===== config.mk =====
export PLATFORM = sky130hd
export DESIGN_NAME = vrased_att_ctrl
export DESIGN_NICKNAME = d
export VERILOG_FILES = /design/src/rtl/vrased_att_ctrl.sv
export SDC_FILE = /design/constraint.sdc
export NUM_CORES = 1
export LEC_CHECK = 0
export CORE_MARGIN = 2
export CORE_UTILIZATION = 50
export DETAILED_ROUTE_END_ITERATION = 6
export PLACE_DENSITY = 0.79
export SETUP_SLACK_MARGIN = 0.5
export SLEW_MARGIN = 10
export SYNTH_ARGS = -nofsm -noshare
export SYNTH_HDL_FRONTEND = slang
export SYNTH_SLANG_ARGS = --single-unit

===== constraint.sdc =====
create_clock -name clk -period 3.67 [get_ports clk]
set_clock_uncertainty 0.1 [all_clocks]
set_input_delay 1.101 -clock clk [delete_from_list [all_inputs] [get_ports clk]]
set_output_delay 1.101 -clock clk [all_outputs]
set_load 0.02 [all_outputs]

===== src/rtl/vrased_att_ctrl.sv =====
// vrased_att_ctrl: attestation session sequencer (clear RAM, drain DMA, enter SW-Att, watch for exit/violation/timeout)
// Ports: clk/reset_n (sync active-low); att_req host request; pc CPU program counter;
//        dma_en DMA activity; vrased_reset violation reset; clr_ram, dma_hold, irq_mask,
//        att_start, att_busy, att_done registered controls/status; att_err session outcome.
module vrased_att_ctrl #(
    parameter logic [15:0] SMEM_BASE  = 16'hA000,
    parameter logic [15:0] SMEM_EXIT  = 16'hDFFE,
    parameter int          CLR_CYCLES = 2,
    parameter int          DRAIN_MAX  = 64,
    parameter logic [15:0] RUN_MAX    = 16'hFFFF
) (
    input  logic        clk,
    input  logic        reset_n,
    input  logic        att_req,
    input  logic [15:0] pc,
    input  logic        dma_en,
    input  logic        vrased_reset,
    output logic        clr_ram,
    output logic        dma_hold,
    output logic        irq_mask,
    output logic        att_start,
    output logic        att_busy,
    output logic        att_done,
    output logic [1:0]  att_err
);
    typedef enum logic [2:0] {IDLE, CLEAR, DRAIN, ENTER, RUN, DONE} state_t;
    state_t      state, nxt;
    logic [15:0] cnt, cnt_n;
    logic [1:0]  err_n;
    logic        viol;
    assign viol = vrased_reset && (state inside {CLEAR, DRAIN, ENTER, RUN});
    always_comb begin
        nxt   = state;
        cnt_n = cnt;
        err_n = att_err;
        case (state)
            IDLE: if (att_req) begin
                nxt   = CLEAR;
                cnt_n = 16'(CLR_CYCLES - 1);
                err_n = 2'b00;
            end
            CLEAR: begin
                nxt   = (cnt == 16'd0) ? DRAIN : CLEAR;
                cnt_n = (cnt == 16'd0) ? 16'd0 : cnt - 16'd1;
            end
            DRAIN:
                if (!dma_en) begin
                    nxt   = ENTER;
                    cnt_n = 16'd0;
                end else if (cnt == 16'(DRAIN_MAX - 1)) begin
                    nxt   = DONE;
                    err_n = 2'b11;
                end else
                    cnt_n = cnt + 16'd1;
            ENTER, RUN: begin
                cnt_n = (cnt == 16'hFFFF) ? cnt : cnt + 16'd1;
                // >= keeps the watchdog armed if an entry match consumed the exact limit cycle
                if (state == ENTER && pc == SMEM_BASE)
                    nxt = RUN;
                else if (state == RUN && pc == SMEM_EXIT) begin
                    nxt   = DONE;
                    err_n = 2'b00;
                end else if (cnt >= RUN_MAX - 16'd1) begin
                    nxt   = DONE;
                    err_n = 2'b10;
                end
            end
            DONE: nxt = IDLE;
            default: nxt = IDLE;
        endcase
        if (viol) begin
            nxt   = DONE;
            err_n = 2'b01;
        end
    end
    // outputs are decoded from the next state so they line up with the state register
    always_ff @(posedge clk) begin
        if (!reset_n) begin
            state     <= IDLE;
            cnt       <= 16'd0;
            att_err   <= 2'b00;
            clr_ram   <= 1'b0;
            dma_hold  <= 1'b0;
            irq_mask  <= 1'b0;
            att_start <= 1'b0;
            att_busy  <= 1'b0;
            att_done  <= 1'b0;
        end else begin
            state     <= nxt;
            cnt       <= cnt_n;
            att_err   <= err_n;
            clr_ram   <= nxt == CLEAR;
            dma_hold  <= nxt inside {CLEAR, DRAIN, ENTER, RUN};
            irq_mask  <= nxt inside {ENTER, RUN};
            att_start <= state == DRAIN && nxt == ENTER;
            att_busy  <= nxt != IDLE;
            att_done  <= nxt == DONE;
        end
    end
endmodule


==> reports/metrics.csv, run 1 <==
stage,metric,value,unit
power,total design power,2.20,mW
synth,dominant combinational cell family by area after synthesis,compound AO/OA/AOI/OAI gates,
synth,leading post-synthesis cells by instance count,"nand2_1 (28), dfxtp_1 (27), nor2_1 (19), o21ai_0 (18)",
floorplanning,standard-cell row count,23,
synth,fraction of registers with async set or reset after synthesis,0,
synth,gate count of the mapped netlist,270,
timing,final clock period utilization by the worst path,0.838,
synth,most used standard cell by instance count after synthesis,nand2_1,
finish,final cell count without fillers,342,
drt,number of iterations in the first detailed-routing pass,5,
drt,vias per std cell,6.71,
clock_network,TritonCTS clock tree,yes,
synth,share of the synthesized netlist area taken by xor and xnor gates,0.00422,
worst_setup_path,"Req. time, crit path",3750,ps
worst_setup_path,Arrival @ worst endpoint,3160,ps
synth,mean instance size in the synthesized netlist,7.68,sq um
timing,Max-slew headroom,0.489,
floorplanning,starting density of the core,0.518,
synth,synthesized net count,294,
drt,Antenna Nets Post-Route,0,
timing,FMAX,325,MHz
timing,Setup-failing EPs final,0,
synth,Simple-Gate Fraction of Synth Area,0.312,
finish,footprint of the multi-input gates,0.00149,sq mm
placed_design,placement-stage cell area,0.00236,sq mm
run,max-cap violations,0,
worst_setup_path,start-to-end type of the worst setup path,in2reg,
synth,cell taking the most area after synthesis,dfxtp_1,
floorplanning,Std-Cell Core Area,0.00400,sq mm
drt,routed wire length,6000,microns
finish,number of fill cells in the layout,357,
placed_design,Port-buffer cells,28,
floorplanning,I/O pin cnt,29,
finish,number of antenna diodes,0,
synth,share of cell area taken by muxes after synthesis,0.00483,
synth,"EDFF count, synth",0,
drt,Avg WL per Cell,17.5,microns
synth,number of synthesis warnings,0,
status,run status,finished clean,
global_route,GRT Util Overall,0.256,
worst_setup_path,number of cells on the worst reg-to-reg path,9,
global_route,pin count of the biggest net entering global routing,21,
global_route,number of antenna violations at the first check in global routing,0,
synth,top post-synthesis cells by area,"dfxtp_1 (26%), nand2_1 (5.1%), o21ai_0 (4.3%)",
placed_design,post-place setup slack,163,ps
placed_design,RePlAce Congestion,0.873,
power,Max IR drop VDD,0.000403,V
synth,share of the synthesized area in compound gates (AO/OA/AOI/OAI),0.348,
worst_setup_path,crit start category,input pin,
finish,layout cell share with drive strength beyond 1,0.123,
global_route,vias in the first global route,1984,
timing,Fin Setup TNS,0,ps
synth,Post-Synth Adder-Cell Area,0.0181,
synth,"Primary FF master, synth",dfxtp_1,
worst_setup_path,worst-path fanout max,7,
placed_design,Placed Cells incl. Taps,333,
timing,final count of pins violating max slew,0,
clock_network,Num CTS Buffers,3,
clock_network,clock sink count,27,
global_route,first-pass GRT wire length,9210,microns
synth,portion of synthesized cell area occupied by the leading cell type,0.261,
global_route,grt total ovfl,0,
drt,total DRC errors in the routed layout,0,
timing,Final WS setup,594,ps
clock_network,clock input transition at the sequential cells of the worst setup and hold paths,100,ps
floorplanning,die extent in x,68.4,microns
synth,synthesis-stage register bit count,27,
finish,Sequential cell area,541,sq um
timing,transition time at the pin with the least slew margin,765,ps
power,Power Density,880,mW/mm^2
finish,final design area excluding fillers,0.00250,sq mm
synth,Post-Synthesis Cell Area,0.00207,sq mm
clock_network,clock latency of the later-clocked register in the worst-skew pair,280,ps
clock_network,number of H-tree levels,1,
clock_network,clock root buffer master,clkbuf_8,
floorplanning,die area,0.00468,sq mm
worst_setup_path,endpoint kind of the worst setup timing path,flip-flop,
clock_network,hold-fix buffers at CTS,0,
placed_design,detailed placer's ending HPWL,4120,microns
min_path,number of cells on the worst hold path,1,
finish,NumNets Final,317,
timing,clock period minus final worst setup slack,3080,ps
synth,count of different cell masters after synthesis,59,
drt,count of routing violations after the opening detailed-route iteration,206,
timing,Final Hold Vio Count,0,
synth,register area share after synthesis,0.261,
power,leakage dissipation,0.876,nW
clock_network,Max Root-Sink Buffers,2,
drt,via count,2296,
finish,Synth-to-Final Area Change,20.6,%
min_path,class of the most critical hold timing path,reg2reg,
floorplanning,Die Span Y,68.4,microns
timing,unrepaired setup endpoints after global routing,no,
==> stage by stage <==
step | utilization | hold WS (ps)
final | 0.625 | 416
after CTS | 0.603 | 421
after floorplan | - | 346
after detailed placement | 0.589 | 402
after global placement | 0.589 | 373
after global routing | 0.625 | 430
==> timing repair <==
item	CTS	global route
endpoints found under the setup margin	9	18
resized for setup	1	10
hold endpoints to repair	0	0
setup buffers	0	4
cloned	0	1
pin swaps	0	7
==> cells by family (layout without fill, tap and decap cells) <==
kind of cell,after synthesis,after routing
adders and majority gates,3,3
AOI/OAI and AO/OA,98,99
buffers and inverters,25,46
muxes,1,1
DFF,27,27
and+or+nand+nor,115,115
xor gates and xnor gates,1,1
==> worst paths after layout <==
path / from / end / slack [ps]
setup / recovery: pc[10] / cnt[11]$_SDFFE_PN0P_ / 590
hold / removal: cnt[14]$_SDFFE_PN0P_ / cnt[14]$_SDFFE_PN0P_ / 420
setup reg to reg: cnt[0]$_SDFFE_PN0P_ / cnt[11]$_SDFFE_PN0P_ / 670
hold reg to reg: cnt[14]$_SDFFE_PN0P_ / cnt[14]$_SDFFE_PN0P_ / 420
==> cell usage in the layout (no fill, tap or decap), types with 6 or more instances in the layout <==
| cell type | synthesis | final |
|---|---|---|
| a21oi_1 | 16 | 16 |
| clkdlybuf4s50_1 | 0 | 28 |
| nand3_1 | 9 | 9 |
| nand4_1 | 8 | 8 |
| buf_4 | 0 | 7 |
| a211oi_1 | 6 | 6 |
| nand2_1 | 28 | 28 |
| inv_1 | 7 | 6 |
| a31oi_1 | 7 | 7 |
| nor2_1 | 19 | 19 |
| dfxtp_1 | 27 | 27 |
| o21a_1 | 6 | 6 |
| o21ai_0 | 18 | 17 |
| nor3_1 | 6 | 6 |
==> flip-flops by register name (all words and copies together), names as in the netlist <==
signal	cells
cnt	16
att_start	1
irq_mask	1
att_err	2
dma_hold	1
att_busy	1
att_done	1
state	3
clr_ram	1
==> worst max-delay path, stage by stage <==
cell,delay [ps]
clkdlybuf4s50_1,450
nor4_2,320
nand4_1,210
a21oi_1,180
o21bai_2,200
nor2_2,140
a21o_4,280
a32o_2,270
==> per-layer routing <==
metal	wire length [microns]	global-route usage
met1	2510	0.335
met2	2950	0.429
met3	477	0.0395
met4	63	0.0800
met5	0	0
==> area by class of cell <==
cell class / count / area share
inverters: 7 / 0.0105
well taps: 50 / 0.0250
flip-flops and latches: 27 / 0.216
repair buffers: 35 / 0.133
clock inverters: 1 / 0.00300
clock buffers: 3 / 0.0165
multi-input cells: 219 / 0.596
==> report_power, final <==
part           internal [mW]  switching [mW]  leakage, nW
clock network         0.0773          0.0998       0.0217
logic                  0.614           0.860        0.634
registers              0.383           0.165        0.220
Power figures use the tool's default switching activity.
==> run 2, diff against run 1 <==
--- a/config.mk
+++ b/config.mk
@@ -8,7 +8,7 @@
 export CORE_MARGIN = 2
 export CORE_UTILIZATION = 50
 export DETAILED_ROUTE_END_ITERATION = 6
-export PLACE_DENSITY = 0.79
+export PLACE_DENSITY = 0.82
 export SETUP_SLACK_MARGIN = 0.5
 export SLEW_MARGIN = 10
 export SYNTH_ARGS = -nofsm -noshare
==> constraint.sdc (replaced) <==
create_clock -name clk -period 2.5 [get_ports clk]
set_clock_uncertainty 0.1 [all_clocks]
set_input_delay 0.75 -clock clk [delete_from_list [all_inputs] [get_ports clk]]
set_output_delay 0.75 -clock clk [all_outputs]
set_load 0.02 [all_outputs]
==> run 2 against run 1 <==
The flow now finishes with violations (design-rule violations, negative setup slack). Sequential share of layout area shrank 4.4 points. Register-to-register slack got worse by 860 ps. First-iteration DRC count grew 120%. Global-route usage is 7.9 points higher. Non-clock buffer count up 62. Sequential power grew 31%. Cell area up 28%. Worst setup slack got worse by 780 ps. Worst hold slack improved by 40 ps. Clock power grew 53%. Wire length rose by 48%. Total power grew 140%. Highest routed layer unchanged.
==> reports/metrics.csv, run 2 (synthesis results as in run 1) <==
stage,metric,value,unit
global_route,GRT Util Overall,0.335,
floorplanning,die extent in x,68.4,microns
drt,number of iterations in the first detailed-routing pass,7,
finish,final cell count without fillers,404,
min_path,class of the most critical hold timing path,reg2reg,
timing,Final WS setup,-187,ps
finish,layout cell share with drive strength beyond 1,0.410,
worst_setup_path,Arrival @ worst endpoint,2760,ps
finish,"leading cell type in the layout, fill and taps excluded",buf_4,
timing,Fin Setup TNS,-641,ps
worst_setup_path,endpoint kind of the worst setup timing path,flip-flop,
worst_setup_path,crit start category,flip-flop,
timing,Final Hold Vio Count,0,
finish,number of fill cells in the layout,249,
clock_network,hold-fix buffers at CTS,0,
floorplanning,starting density of the core,0.518,
clock_network,number of H-tree levels,1,
clock_network,Num CTS Buffers,3,
clock_network,clock latency of the later-clocked register in the worst-skew pair,290,ps
timing,unrepaired setup endpoints after global routing,yes,
worst_setup_path,number of cells on the worst reg-to-reg path,10,
run,max-cap violations,0,
finish,"commonest cells after routing, fill and taps aside","buf_4 (58), nand2_1 (23), dfxtp_1 (21), nor2_1 (18), a21oi_1 (15)",
power,Max IR drop VDD,0.000876,V
finish,leading registers by flop count,"cnt x16, state x3, att_err x2",
worst_setup_path,"Req. time, crit path",2570,ps
clock_network,clock root buffer master,clkbuf_8,
timing,final clock period utilization by the worst path,1.07,
finish,Synth-to-Final Area Change,54.9,%
placed_design,post-place setup slack,-453,ps
status,failing checks,"design-rule violations, negative setup slack",
floorplanning,standard-cell row count,23,
timing,Setup-failing EPs final,15,
timing,FMAX,372,MHz
clock_network,TritonCTS clock tree,yes,
finish,Sequential cell area,553,sq um
floorplanning,Die Span Y,68.4,microns
power,leakage dissipation,1.32,nW
timing,final count of pins violating max slew,0,
global_route,grt total ovfl,0,
finish,footprint of the multi-input gates,0.00169,sq mm
global_route,number of antenna violations at the first check in global routing,0,
finish,number of flip-flops in the largest register,16,
drt,count of routing violations after the opening detailed-route iteration,452,
finish,number of antenna diodes,0,
clock_network,clock input transition at the sequential cells of the worst setup and hold paths,110,ps
timing,worst hold slack after final layout,455,ps
timing,transition time at the pin with the least slew margin,728,ps
finish,"Most flops, register",cnt,
drt,Antenna Nets Post-Route,0,
clock_network,clock sink count,27,
placed_design,RePlAce Congestion,0.911,
clock_network,Max Root-Sink Buffers,2,
drt,routed wire length,8900,microns
placed_design,Placed Cells incl. Taps,372,
drt,Avg WL per Cell,22.0,microns
finish,share of the core filled with cells in the final layout,0.803,
power,Power Density,1640,mW/mm^2
global_route,pin count of the biggest net entering global routing,21,
global_route,first-pass GRT wire length,11900,microns
drt,via count,2912,
timing,Max-slew headroom,0.513,
floorplanning,Std-Cell Core Area,0.00400,sq mm
min_path,number of cells on the worst hold path,1,
placed_design,detailed placer's ending HPWL,4610,microns
status,run status,finished with violations,
worst_setup_path,start-to-end type of the worst setup path,reg2reg,
drt,total DRC errors in the routed layout,1,
finish,NumNets Final,379,
floorplanning,I/O pin cnt,29,
placed_design,Port-buffer cells,28,
floorplanning,die area,0.00468,sq mm
global_route,vias in the first global route,2564,
drt,vias per std cell,7.21,
timing,clock period minus final worst setup slack,2690,ps
worst_setup_path,worst-path fanout max,4,
run 2: stage by stage:
step	power [mW]	cell area, sq um
6_report	5.26	3210
5_1_grt	5.44	3210
4_1_cts	4.15	2980
3_5_place_dp	3.38	2730
3_3_place_gp	3.31	2730
2_1_floorplan	2.45	2150
run 2: worst max-delay path, cell delays in order, from the launching register on:
cell and delay, ps:
dfxtp_2 330, or4_4 560, nor3_4 290, buf_4 180, buf_4 110, buf_6 90, nand2_4 50, a31oi_1 200
o21ai_0 170, a211oi_1 410, a211oi_2 90
run 2: worst paths after layout:
| path | startpoint | endpoint | slack, ps |
|---|---|---|---|
| max reg2reg | cnt[10]$_SDFFE_PN0P_ | cnt[0]$_SDFFE_PN0P_ | -190 |
| min reg2reg | cnt[14]$_SDFFE_PN0P_ | cnt[14]$_SDFFE_PN0P_ | 460 |
| max | cnt[10]$_SDFFE_PN0P_ | cnt[0]$_SDFFE_PN0P_ | -190 |
| min | cnt[14]$_SDFFE_PN0P_ | cnt[14]$_SDFFE_PN0P_ | 460 |
run 2: timing repair:
item	4_1_cts	5_1_grt
buffers inserted	16	10
endpoints found under the setup margin	35	27
gates resized for setup	83	33
cloned	1	1
pin swaps	37	24
run 2: layout make-up:
class / count / area share
Clock buffer: 3 / 0.0129
Clock inverter: 1 / 0.00234
Inverter: 7 / 0.00974
Multi-Input combinational cell: 219 / 0.527
Sequential cell: 27 / 0.172
Tap cell: 50 / 0.0195
Timing Repair Buffer: 97 / 0.257
run 2: per-layer routing:
metal / wire [microns] / vias to the layer above / share of wire / global-route usage
li1: - / 1224 / - / -
met1: 3100 / 1304 / 0.35 / 0.392
met4: 646 / 0 / 0.073 / 0.133
met2: 4100 / 286 / 0.46 / 0.589
met5: 0 / - / 0 / 0
met3: 1060 / 98 / 0.12 / 0.0724
run 2: where the power goes:
group / internal, mW / switching (mW) / total (mW)
sequential: 0.574 / 0.147 / 0.720
clock: 0.114 / 0.157 / 0.271
combinational: 2.11 / 2.16 / 4.27
